## config.mk

```make
export PLATFORM = sky130hd
export DESIGN_NAME = btn_cnt_pulse
export DESIGN_NICKNAME = d
export VERILOG_FILES = /design/src/rtl/btn_pkg.sv /design/src/rtl/btn_cnt_pulse_sync2.sv /design/src/rtl/btn_cnt_pulse.sv
export SDC_FILE = /design/constraint.sdc
export NUM_CORES = 1
export LEC_CHECK = 0
export CAP_MARGIN = 20
export CORE_AREA = 5 5 42 44
export DETAILED_ROUTE_END_ITERATION = 10
export DIE_AREA = 0 0 47 49
export GPL_TIMING_DRIVEN = 0
export HOLD_SLACK_MARGIN = 0.06
export PLACE_DENSITY = 0.67
export SETUP_SLACK_MARGIN = 0.02
export SYNTH_ARGS = -nofsm -noshare
export SYNTH_HDL_FRONTEND = slang
export SYNTH_SLANG_ARGS = --single-unit
```

## constraint.sdc

```tcl
create_clock -name clock -period 2.1 [get_ports clock]
set_input_delay 0.21 -clock clock [delete_from_list [all_inputs] [get_ports clock]]
set_output_delay 0.21 -clock clock [all_outputs]
set_load 0.005 [all_outputs]
```

## src/rtl/btn_pkg.sv

```systemverilog
// btn_pkg: FSM state encoding and default timing constants for the button pulse generator
package btn_pkg;

    typedef enum logic [2:0] {
        IDLE     = 3'd0,
        PRESS_DB = 3'd1,
        PULSE    = 3'd2,
        HELD     = 3'd3,
        REL_DB   = 3'd4
    } state_t;

    localparam int DB_CYCLES_DEF     = 4;
    localparam int REPEAT_CYCLES_DEF = 8;
    localparam int CW_DEF            = 4;

endpackage

```

## src/rtl/btn_cnt_pulse_sync2.sv

```systemverilog
// sync2: two-flop synchronizer with synchronous active-high reset to 0
module sync2 (
    input  logic clock,
    input  logic reset,
    input  logic d_i,
    output logic q_o
);

    logic [1:0] ff_q;

    // shift the raw level through two flops; only the second flop is used downstream
    always_ff @(posedge clock) begin
        ff_q <= reset ? 2'b00 : {ff_q[0], d_i};
    end

    assign q_o = ff_q[1];

endmodule

```

## src/rtl/btn_cnt_pulse.sv

```systemverilog
// btn_cnt_pulse: debounced push-button to single-cycle count pulse; BTN_AUTO_REPEAT_EN adds auto-repeat while held
module btn_cnt_pulse
    import btn_pkg::*;
#(
    parameter int DB_CYCLES     = DB_CYCLES_DEF,
`ifdef BTN_AUTO_REPEAT_EN
    parameter int REPEAT_CYCLES = REPEAT_CYCLES_DEF,
`endif
    parameter int CW            = CW_DEF
) (
    input  logic clock,
    input  logic reset,
    input  logic btn,
    output logic cnt,
    output logic level,
    output logic busy
);

    logic          btn_s;
    state_t        state_q, state_d;
    logic [CW-1:0] dbc_q, dbc_d;
    logic          db_done;
    logic          cnt_q, level_q, busy_q;
`ifdef BTN_AUTO_REPEAT_EN
    logic [CW-1:0] rpc_q, rpc_d;
    logic          rp_done;
    assign rp_done = rpc_q == CW'(REPEAT_CYCLES - 1);
`endif

    sync2 u_sync (
        .clock (clock),
        .reset (reset),
        .d_i   (btn),
        .q_o   (btn_s)
    );

    assign db_done = dbc_q == CW'(DB_CYCLES - 1);

    // next state and counters; every state entry clears the counter it uses
    always_comb begin
        state_d = IDLE;
        dbc_d   = dbc_q;
`ifdef BTN_AUTO_REPEAT_EN
        rpc_d   = rpc_q;
`endif
        case (state_q)
            IDLE: begin
                state_d = btn_s ? PRESS_DB : IDLE;
                dbc_d   = btn_s ? '0 : dbc_q;
            end
            PRESS_DB: begin
                state_d = !btn_s ? IDLE : db_done ? PULSE : PRESS_DB;
                dbc_d   = (btn_s && !db_done) ? dbc_q + CW'(1) : dbc_q;
            end
            PULSE: begin
                state_d = HELD;
`ifdef BTN_AUTO_REPEAT_EN
                rpc_d   = '0;
`endif
            end
            HELD: begin
`ifdef BTN_AUTO_REPEAT_EN
                state_d = !btn_s ? REL_DB : rp_done ? PULSE : HELD;
                rpc_d   = btn_s ? rpc_q + CW'(1) : rpc_q;
`else
                state_d = btn_s ? HELD : REL_DB;
`endif
                dbc_d   = btn_s ? dbc_q : '0;
            end
            REL_DB: begin
                state_d = btn_s ? HELD : db_done ? IDLE : REL_DB;
                dbc_d   = (!btn_s && !db_done) ? dbc_q + CW'(1) : dbc_q;
`ifdef BTN_AUTO_REPEAT_EN
                rpc_d   = btn_s ? '0 : rpc_q;
`endif
            end
            default: state_d = IDLE;
        endcase
    end

    // state, counters and Moore outputs registered from the next state so they align with the state
    always_ff @(posedge clock) begin
        if (reset) begin
            state_q <= IDLE;
            dbc_q   <= '0;
`ifdef BTN_AUTO_REPEAT_EN
            rpc_q   <= '0;
`endif
            cnt_q   <= 1'b0;
            level_q <= 1'b0;
            busy_q  <= 1'b0;
        end else begin
            state_q <= state_d;
            dbc_q   <= dbc_d;
`ifdef BTN_AUTO_REPEAT_EN
            rpc_q   <= rpc_d;
`endif
            cnt_q   <= state_d == PULSE;
            level_q <= state_d inside {PULSE, HELD, REL_DB};
            busy_q  <= state_d inside {PRESS_DB, REL_DB};
        end
    end

    assign cnt   = cnt_q;
    assign level = level_q;
    assign busy  = busy_q;

endmodule

```

== Word-level counts from Yosys, hierarchy flattened ==
Cells that the tools add are included.

* Register bits after elaboration: 12

* Add/sub/neg operators: 1
* Equal/unequal tests: 13
* Mux-type cells: 12
* Reductions and logical operators: 9

{| class="wikitable"
|+ Operators with widths
! operator !! number
|-
| 4-bit two-way mux || 4
|-
| 4-bit one-hot mux with 4 select lines || 1
|-
| 3-bit one-hot mux with 5 select lines || 1
|-
| 3-bit by 2-bit equality test with 1-bit output (second input constant) || 4
|-
| 3-bit two-way mux || 3
|-
| 3-bit by 1-bit equality test with 1-bit output (second input constant) || 2
|-
| 3-bit equality test (second input constant) || 2
|-
| 2-bit != test (second input constant) || 3
|-
| 5-bit AND reduction || 1
|-
| 4-bit by 1-bit adder with 4-bit output (second input constant) || 1
|-
| 4-bit by 2-bit equality test with 1-bit output (second input constant) || 1
|-
| 2-bit two-way mux || 2
|-
| 4-bit nonzero test || 1
|-
| 3-bit zero test || 1
|-
| 3-bit nonzero test || 1
|-
| 1-bit logical AND || 2
|-
| 1-bit zero test || 2
|-
| 2-bit by 1-bit != test with 1-bit output (second input constant) || 1
|-
| 2-bit nonzero test || 1
|-
| 1-bit two-way mux || 1
|}

== Logic depth before layout (Yosys ltp) ==
Gate-level depths: netlist (run 1).

* Depth after elaboration: 6
* Gate-level depth with buffers: 5
* Depth with buffers taken out: 5

== Modules after synthesis ==
From an unflattened synthesis (run 1), not the netlist that was laid out.

* Cells, all modules: 64
* Area total of the unflattened synthesis: 651.9 sq um

{| class="wikitable"
|+ Modules (own cells, without submodules)
! module !! instances !! cells each !! area each (sq um) !! sequential area each (sq um)
|-
| btn_cnt_pulse || 1 || 60 || 599.3 || 200.2
|-
| sync2 || 1 || 4 || 52.6 || 40.0
|}

== Least setup slack after synthesis (run 1) ==
Ideal clock, no wire load.

* Kind: register to register
* Start: reg dbc_q[0]
* End: reg dbc_q[1]
* Data arrival time: 1.634 ns
* Path slack: 0.399 ns
* Stages on the path, launching flop included: 6
* Path buffers: 0
* Cell sequence: dfxtp_1 > ha_1 > nor3b_1 > or4_4 > a221o_1 > a21oi_2

* Longest elaborated chain between the ends: 5

{| class="wikitable"
|+ RTL lines
! element !! line !! source
|-
| start: declaration || btn_cnt_pulse.sv:21 || <nowiki>logic [CW-1:0] dbc_q, dbc_d;</nowiki>
|-
| start signal: assignment || btn_cnt_pulse.sv:85 || <nowiki>dbc_q <= '0;</nowiki>
|-
| start signal: assignment || btn_cnt_pulse.sv:94 || <nowiki>dbc_q <= dbc_d;</nowiki>
|-
| parallel branches: the longest is 5 deep, another holds 4-bit by 1-bit adder with 4-bit output || - ||
|}

Parallel ways; which one is timed is not known. The select of a mux whose other input is x is not followed.
A chain may end at the register's enable or synchronous reset.

== Worst setup path in the final report (run 1) ==
Same ends and word-level chain as after synthesis.

==> run metrics, run 1 <==
Clock Skews=around 0.0014 ns; worst path bufs/invs=0; Design Area, Final=720.7 sq um; crit path time final=between 1.5 and 2 ns; Avg Inst Size Synth=9.308 sq um; vias in the first global route=455; Fill cells=135; post-CTS setup buffer count=0; largest net degree at the start of global routing=11; final antenna-violating net count=0; vias per inst=5.934; CORE AREA=about 1400 sq um; DP Area=684.4 sq um; Achievable Freq=554.5 MHz; syn nets=70; status=finished clean; Synth area leader=dfxtp_1; total CTS buffers=3; CP delay by family, top=simple AND/OR/NAND/NOR gates; most frequent cell after synthesis=dfxtp_1; post-synthesis cell count=66; drt pass-1 iters=4; CP Max Fanout=5; crit-path cells=ha_1 > nor3b_1 > or4_4 > a221o_1 > a21oi_2; DR vias=540; critical path type=reg2reg; RSZ-0062 raised after global routing=false; Sum Neg Setup Slack=0 ns; Rows=14; H-tree levels=1; DP HPWL=between 800 and 900 um; Cell variety after synth=32; Most used DFF post-synth=dfxtp_1; CTS tree=done; synthesis warning total=0; IO buf count=5; initial antenna violation count=0; Hold Crit Class=reg2reg; n_diodes=0; dpl ws=between 0.3 and 0.4 ns; max_slew headroom=62.18%; clock insertion delay at the later pin of the skew report=between 0.2 and 0.3 ns; share of cells above drive strength 1=13.33%; Starting Density=43.84%; Seq/Total Area, Yosys=between 30% and 40%; drt drc=0; post-synthesis register bit count=12; arrival time worst endpoint=2.02 ns; CTS Buffer Depth=2; maxcap violations=0; fin crit share=85.88%; Die Y=49 um; die area=2303 sq um; Slew @ Worst Pin=0.5661 ns; Max IR drop VDD=0.3403 mV; hold buffers post-CTS=0; Clock Pin Slew Worst Setup and Hold Paths=0.08 ns; top cells by count, synth=12 x dfxtp_1, 6 x a21oi_1, 5 x nand2b_1; Leak=about 0.26 nW; Initial DRC Count=5; EDFF count, synth=0; grt total ovfl=0; highest-delay cell along the critical path=or4_4; boundary pin count=6; Pins Over Slew Limit=0; Horiz. Die Dim=between 40 and 50 um; Final nets=80; CP Capture Type=flop; CTS root buf=clkbuf_4; total clock sinks=12; Final Hold Vio Count=0; CP Data Required Time=2.32 ns; wire per inst=between 10 and 15 um; Area Overhead vs Synth=17.31%; total wire length=1164 um; slowest cell delay on critical path=0.51 ns; Pwr Density=approximately 630 nW/um^2; main area contributors after synthesis=dfxtp_1 39%, nand2b_1 5.1%, a21oi_1 4.9%; post-cts resize count=0; synthesized area=between 600 and 700 sq um; asr flop ratio synth=0%; final setup fails=0; Yosys top cell area share=approximately two fifths; Startpoint Class=flop; setup ws final=0.2965 ns; Placer Congestion=0.7858; first-pass GRT wire length=1966 um; gr usage total=11.64%
==> stage by stage <==
step	total power [mW]	utilization, %	hold slack, ns	instances
detailed placement	0.2680	48.84	0.4286	87
finish	0.4513	51.43	0.4460	91
floorplan	0.2577	-	0.2913	66
CTS	0.4561	51.43	0.4548	91
global placement	0.2677	48.84	0.4337	87
global route	0.4700	51.43	0.4658	91
==> report_power, final <==
group | internal (mW) | switching [mW] | total (mW)
sequential | 0.232 | 0.00467 | 0.236
combinational | 0.0139 | 0.0124 | 0.0262
clock | 0.106 | 0.0831 | 0.189
total | 0.351 | 0.100 | 0.451
==> registers in the layout, summed over array words and instances (netlist names) <==
signal / count
u_sync.ff_q: 2
dbc_q: 4
busy: 1
state_q: 3
level: 1
cnt: 1
==> placed cells by master, fill, tap and decap left out, types with 3 or more instances in the layout <==
| cell | n |
|---|---|
| dfxtp_1 | 12 |
| a21oi_1 | 6 |
| nand2b_1 | 5 |
| clkdlybuf4s50_1 | 5 |
| nand3b_1 | 4 |
| nor2_1 | 4 |
| or3_1 | 3 |
| clkbuf_4 | 3 |
==> cells by family (layout without fill, tap and decap cells) <==
| group | count (synthesis) | count (layout) | synth area share [%] |
|---|---|---|---|
| buffers and inverters | 5 | 14 | 3.462 |
| AND/OR/NAND/NOR | 30 | 30 | 32.18 |
| flip-flops | 12 | 12 | 39.10 |
| AO/OA/AOI/OAI | 16 | 16 | 19.96 |
| adder cells (fa/ha/maj) | 1 | 1 | 2.036 |
| multiplexers | 2 | 2 | 3.259 |
==> metal layers <==
metal / up-vias / routed length, um / global-route usage, %
li1: 263 / - / -
met1: 265 / 581 / 15.27
met2: 7 / 498 / 16.29
met3: 5 / 42 / 2.214
met4: 0 / 41 / 8.295
met5: - / 0 / 0
==> final timing paths <==
| kind | slack, ns | end | cells after the start | startpoint |
|---|---|---|---|---|
| hold / removal | 0.45 | u_sync.ff_q[1] | 1 | u_sync.ff_q[0] |
| hold reg to reg | 0.45 | u_sync.ff_q[1] | 1 | u_sync.ff_q[0] |
| setup / recovery | 0.30 | dbc_q[1] | 5 | dbc_q[0] |
| setup reg to reg | 0.30 | dbc_q[1] | 5 | dbc_q[0] |
==> cell type report <==
class	instances	area, sq um	area share, %
buffer	3	13.76	1.910
clock buffer	4	36.28	5.035
inverter	2	7.507	1.042
multi-input combinational	49	352.8	48.96
sequential	12	240.2	33.33
tap	16	20.02	2.778
timing repair buffer	5	50.05	6.944
No activity file was read; power rests on OpenSTA's default activity.
==> inputs of run 2 (changes only) <==
- DONT_BUFFER_PORTS: not set -> 1
- PLACE_DENSITY: 0.67 -> not set
- SETUP_SLACK_MARGIN: 0.02 -> 0.5
==> run 2 against run 1 <==
Against the previous run:
- combinational power rose by 3%
- count of clock-buffer cells in the layout did not move
- cell area rose by 6.2%
- register-to-register slack improved by 0.12 ns
- final cell count rose by 1.1%
- setup slack improved by 0.12 ns
- clock skew rose by 0.0024 ns
- largest power group unchanged
==> run metrics, run 2 (synthesized netlist as in run 1, its figures left out) <==
Net Sw Power=102.4 uW; DR vias=521; most common cell after layout, fill and taps aside=dfxtp_1; Achievable Freq=592.4 MHz; die area=2303 sq um; Pins Over Slew Limit=0; n_diodes=0; final antenna-violating net count=0; fin crit share=80.38%; vias in the first global route=around 460; first-pass GRT wire length=2118 um; Final Hold Vio Count=0; DP Area=660.6 sq um; Clock Pin Slew Worst Setup and Hold Paths=~0.080 ns; crit-path cells=ha_4 > nor3b_4 > or4_4 > a221o_1 > a21oi_2; CORE AREA=1401 sq um; CP Data Required Time=2.31 ns; biggest regs=dbc_q (4), state_q (3), u_sync.ff_q (2); crit path time final=1.688 ns; WHS=0.09991 ns; Startpoint Class=flop; total CTS buffers=3; sw frac=22.60%; drt drc=0; P_int=350.7 uW; total clock sinks=12; CTS root buf=clkbuf_4; initial antenna violation count=0; CP Capture Type=flop; largest net degree at the start of global routing=11; Clock Skews=around 0.0037 ns; DP HPWL=831.2 um; vias per inst=about 5.7; WHS Path Cells=2; slowest cell delay on critical path=0.50 ns; GRT met3 Usage=under 10%; boundary pin count=6; Starting Density=a little over two fifths; max FFs per register=4; Rows=14; grt total ovfl=0; Pwr Total=between 400 and 500 uW; Die Y=about 49 um; H-tree levels=1; Sum Neg Setup Slack=0 ns; CTS tree=done; share of cells above drive strength 1=27.63%; highest-delay cell along the critical path=or4_4; Leak=0.2725 nW; status=finished clean; R2R depth=5; Area Overhead vs Synth=24.64%; Pwr Density=591.8 nW/um^2; Design Area, Final=765.7 sq um; final setup fails=0; register share of total power=52.1%; power share of the combinational group=~6.0%; global route hottest layer=met2; post-route non-filler standard cell count=92; Initial DRC Count=7; CP Max Fanout=3; maxcap violations=0; wire per inst=between 10 and 15 um; max_slew headroom=67.71%; arrival time worst endpoint=1.90 ns; IO buf count=0; Placed Cells=82; critical path type=reg2reg; gr usage total=12.70%; total wire length=1267 um; Hold Crit Class=in2reg; Max IR drop VDD=0.5172 mV; met1 usage in global routing=15.27%; CTS Buffer Depth=2; met2 Usage GRT=19.00%; RSZ-0062 raised after global routing=true; Final nets=81; Placer Congestion=0.8306; commonest non-fill, non-tap cells in the layout=10 x dfxtp_1, 5 x a21oi_1, 5 x nand2b_1; clock insertion delay at the later pin of the skew report=0.28 ns; drt pass-1 iters=4; Slew @ Worst Pin=0.4800 ns; clock share of power=42.0%; Biggest register=dbc_q; Horiz. Die Dim=47 um
==> run 2: power groups by stage <==
stage	Combinational [mW]	Sequential [mW]	Clock, mW
floorplan	0.0176	0.241	0
global placement	0.0212	0.242	0
detailed placement	0.0213	0.242	0
CTS	0.0262	0.236	0.192
global route	0.0299	0.237	0.200
finish	0.0270	0.236	0.190
==> run 2: area by class of cell <==
| type | instances | area, sq um |
|---|---|---|
| Clock buffer | 4 | 36.28 |
| Buffer | 3 | 13.76 |
| Fill cell | 139 | 635.6 |
| Tap cell | 16 | 20.02 |
| Inverter | 2 | 7.507 |
| Sequential cell | 12 | 245.2 |
| Timing Repair Buffer | 6 | 50.05 |
| Multi-Input combinational cell | 49 | 392.9 |
==> run 2: repair_timing <==
| action | CTS | global route |
|---|---|---|
| cloned | 0 | 0 |
| pin swaps | 2 | 1 |
| resized for setup | 1 | 3 |
| hold endpoints to repair | 2 | 0 |
| endpoints found under the setup margin | 2 | 5 |
| setup buffers | 2 | 2 |
| hold buffers | 2 | 0 |
==> run 2: metal layers <==
metal	vias up	wire length, um
li1	266	-
met1	237	599
met2	14	571
met3	4	61
met4	0	33
met5	-	0
==> run 2: worst paths after layout <==
check	from	to	slack, ns
setup / recovery	dbc_q[0]	dbc_q[1]	0.41
hold / removal	reset	dbc_q[2]	0.1
setup reg to reg	dbc_q[0]	dbc_q[1]	0.41
hold reg to reg	u_sync.ff_q[0]	u_sync.ff_q[1]	0.45
==> run 2: worst max-delay path: cells and delay by family, from the launching register on <==
family / cells / cell delay, ns
AOI/OAI and AO/OA: 2 / 0.45
adders and majority gates: 1 / 0.16
DFF: 1 / 0.36
and+or+nand+nor: 2 / 0.65
==> run 2: metrics by stage <==
stage | setup WS (ns) | utilization [%]
floorplan | 0.4154 | -
global placement | 0.3477 | 47.14
detailed placement | 0.3533 | 47.14
CTS | 0.4101 | 52.41
global route | 0.3616 | 54.64
finish | 0.4120 | 54.64
==> inputs of run 3 (changes only) <==
- clock period: 2.1 -> 1.4 ns (I/O delays scaled with it)
==> run 3 against run 2 <==
Against the previous run:
- the run now ends with setup timing left
- sequential power rose by 51%
- fmax barely moved
- setup slack got worse by 0.70 ns
- critical path depth did not move
- sequential cell count did not move
- power rose by 54%
- wire length rose by 17%
- critical endpoint unchanged
==> run metrics, run 3 (synthesized netlist as in run 1, its figures left out) <==
most common cell after layout, fill and taps aside=buf_4; failing checks=setup timing; CTS tree=done; DP Area=673.1 sq um; Starting Density=43.84%; final antenna-violating net count=0; CORE AREA=1401 sq um; die area=2303 sq um; Pwr Total=698.7 uW; Net Sw Power=169.5 uW; Clock Skews=around 0.0078 ns; max FFs per register=4; gr usage total=15.55%; Pins Over Slew Limit=0; CTS Buffer Depth=2; vias in the first global route=530; sw frac=24.27%; Max IR drop VDD=0.8172 mV; clock share of power=42.5%; boundary pin count=6; arrival time worst endpoint=1.91 ns; Initial DRC Count=11; Final Hold Vio Count=0; Final nets=87; drt pass-1 iters=6; final setup fails=7; H-tree levels=1; RSZ-0062 raised after global routing=true; largest net degree at the start of global routing=11; Area Overhead vs Synth=43.18%; max_slew headroom=67.58%; wire per inst=15.09 um; drt drc=0; P_int=around 530 uW; Leak=0.3110 nW; crit path time final=1.689 ns; DR vias=558; n_diodes=0; grt total ovfl=0; Fill cells=~110; Design Area, Final=slightly below 900 sq um; CP Data Required Time=approximately 1.6 ns; Slew @ Worst Pin=0.4863 ns; first-pass GRT wire length=between 2000 and 3000 um; Hold Crit Class=in2reg; CP Max Fanout=3; Achievable Freq=592.0 MHz; Biggest register=dbc_q; critical path type=reg2reg; Horiz. Die Dim=between 40 and 50 um; status=finished, violations left; Startpoint Class=flop; CTS root buf=clkbuf_4; total wire length=1479 um; Placer Congestion=0.7620; Rows=14; vias per inst=5.694; total CTS buffers=3; setup ws final=-0.2891 ns; Die Y=49 um; Clock Pin Slew Worst Setup and Hold Paths=0.09 ns; CP Capture Type=flop; biggest regs=dbc_q (4), state_q (3), u_sync.ff_q (2); register share of total power=50.9%; maxcap violations=0; clock insertion delay at the later pin of the skew report=0.29 ns; power share of the combinational group=6.6%; Pwr Density=794.3 nW/um^2; IO buf count=0; total clock sinks=12; initial antenna violation count=0; DP HPWL=897 um; share of cells above drive strength 1=41.46%; fin crit share=120.6%; commonest non-fill, non-tap cells in the layout=9 x buf_4, 8 x dfxtp_1, 5 x nand2b_1
## run 3: changes by cell type in the layout (fill, tap and decap cells not counted), moves of 2 or more
cell | previous run | this run
buf_4 | 4 | 9
buf_2 | 2 | 0
buf_6 | 0 | 2
dfxtp_1 | 10 | 8
dfxtp_2 | 1 | 3
## run 3: through the flow
step / hold WS [ns] / setup WS, ns / utilization (%) / cells / setup TNS [ns]
floorplan: 0.2092 / -0.2841 / - / 66 / -0.4418
global placement: 0.2205 / -0.3504 / 48.04 / 82 / -0.8131
detailed placement: 0.2196 / -0.3507 / 48.04 / 82 / -0.8329
CTS: 0.2453 / -0.2913 / 60.27 / 96 / -1.045
global route: 0.2798 / -0.3206 / 62.77 / 98 / -1.765
finish: 0.2502 / -0.2891 / 62.77 / 98 / -1.312
## run 3: critical path, cell delays in order (launching register included)
cell and delay [ns]:
dfxtp_4 0.36, ha_4 0.16, nor3b_4 0.15, or4_4 0.50, a221o_1 0.34, a21oi_2 0.11
## run 3: path summary, 6_finish.rpt
check                               startpoint        endpoint  slack [ns]  cells after the start
worst min register to register  u_sync.ff_q[0]  u_sync.ff_q[1]        0.45                      1
worst min-delay path                     reset      state_q[1]        0.25                      2
worst max register to register        dbc_q[0]        dbc_q[1]       -0.29                      5
worst max-delay path                  dbc_q[0]        dbc_q[1]       -0.29                      5
## run 3: metal layers
| metal | GRT usage, % | share of wire (%) | vias to the layer above |
|---|---|---|---|
| li1 | - | - | 278 |
| met1 | 19.33 | 44 | 263 |
| met2 | 23.30 | 50 | 13 |
| met3 | 2.214 | 3.2 | 4 |
| met4 | 11.06 | 3.4 | 0 |
| met5 | 0 | 0 | - |
## run 3: what timing repair did
item                                    CTS  global route
buffers inserted                          8             2
hold endpoints to repair                  5             0
gates cloned                              0             0
pin swaps                                 7             4
hold buffers                              2             0
endpoints found under the setup margin   10            10
gates resized for setup                  13             4
## run 3: layout make-up
type                       instances  area [sq um]  area share, %
multi-input combinational         49         446.7          50.78
inverter                           2         7.507         0.8535
sequential                        12         247.7          28.17
timing repair buffer              12         102.6          11.66
buffer                             3         18.77          2.134
clock buffer                       4         36.28          4.125
tap                               16         20.02          2.276
## run 3: power groups by stage
stage	clock, mW	sequential [mW]	combinational [mW]
after floorplan	0	0.361	0.0271
after global placement	0	0.364	0.0321
after detailed placement	0	0.364	0.0321
after CTS	0.302	0.355	0.0429
after global routing	0.319	0.357	0.0509
final	0.297	0.356	0.0461
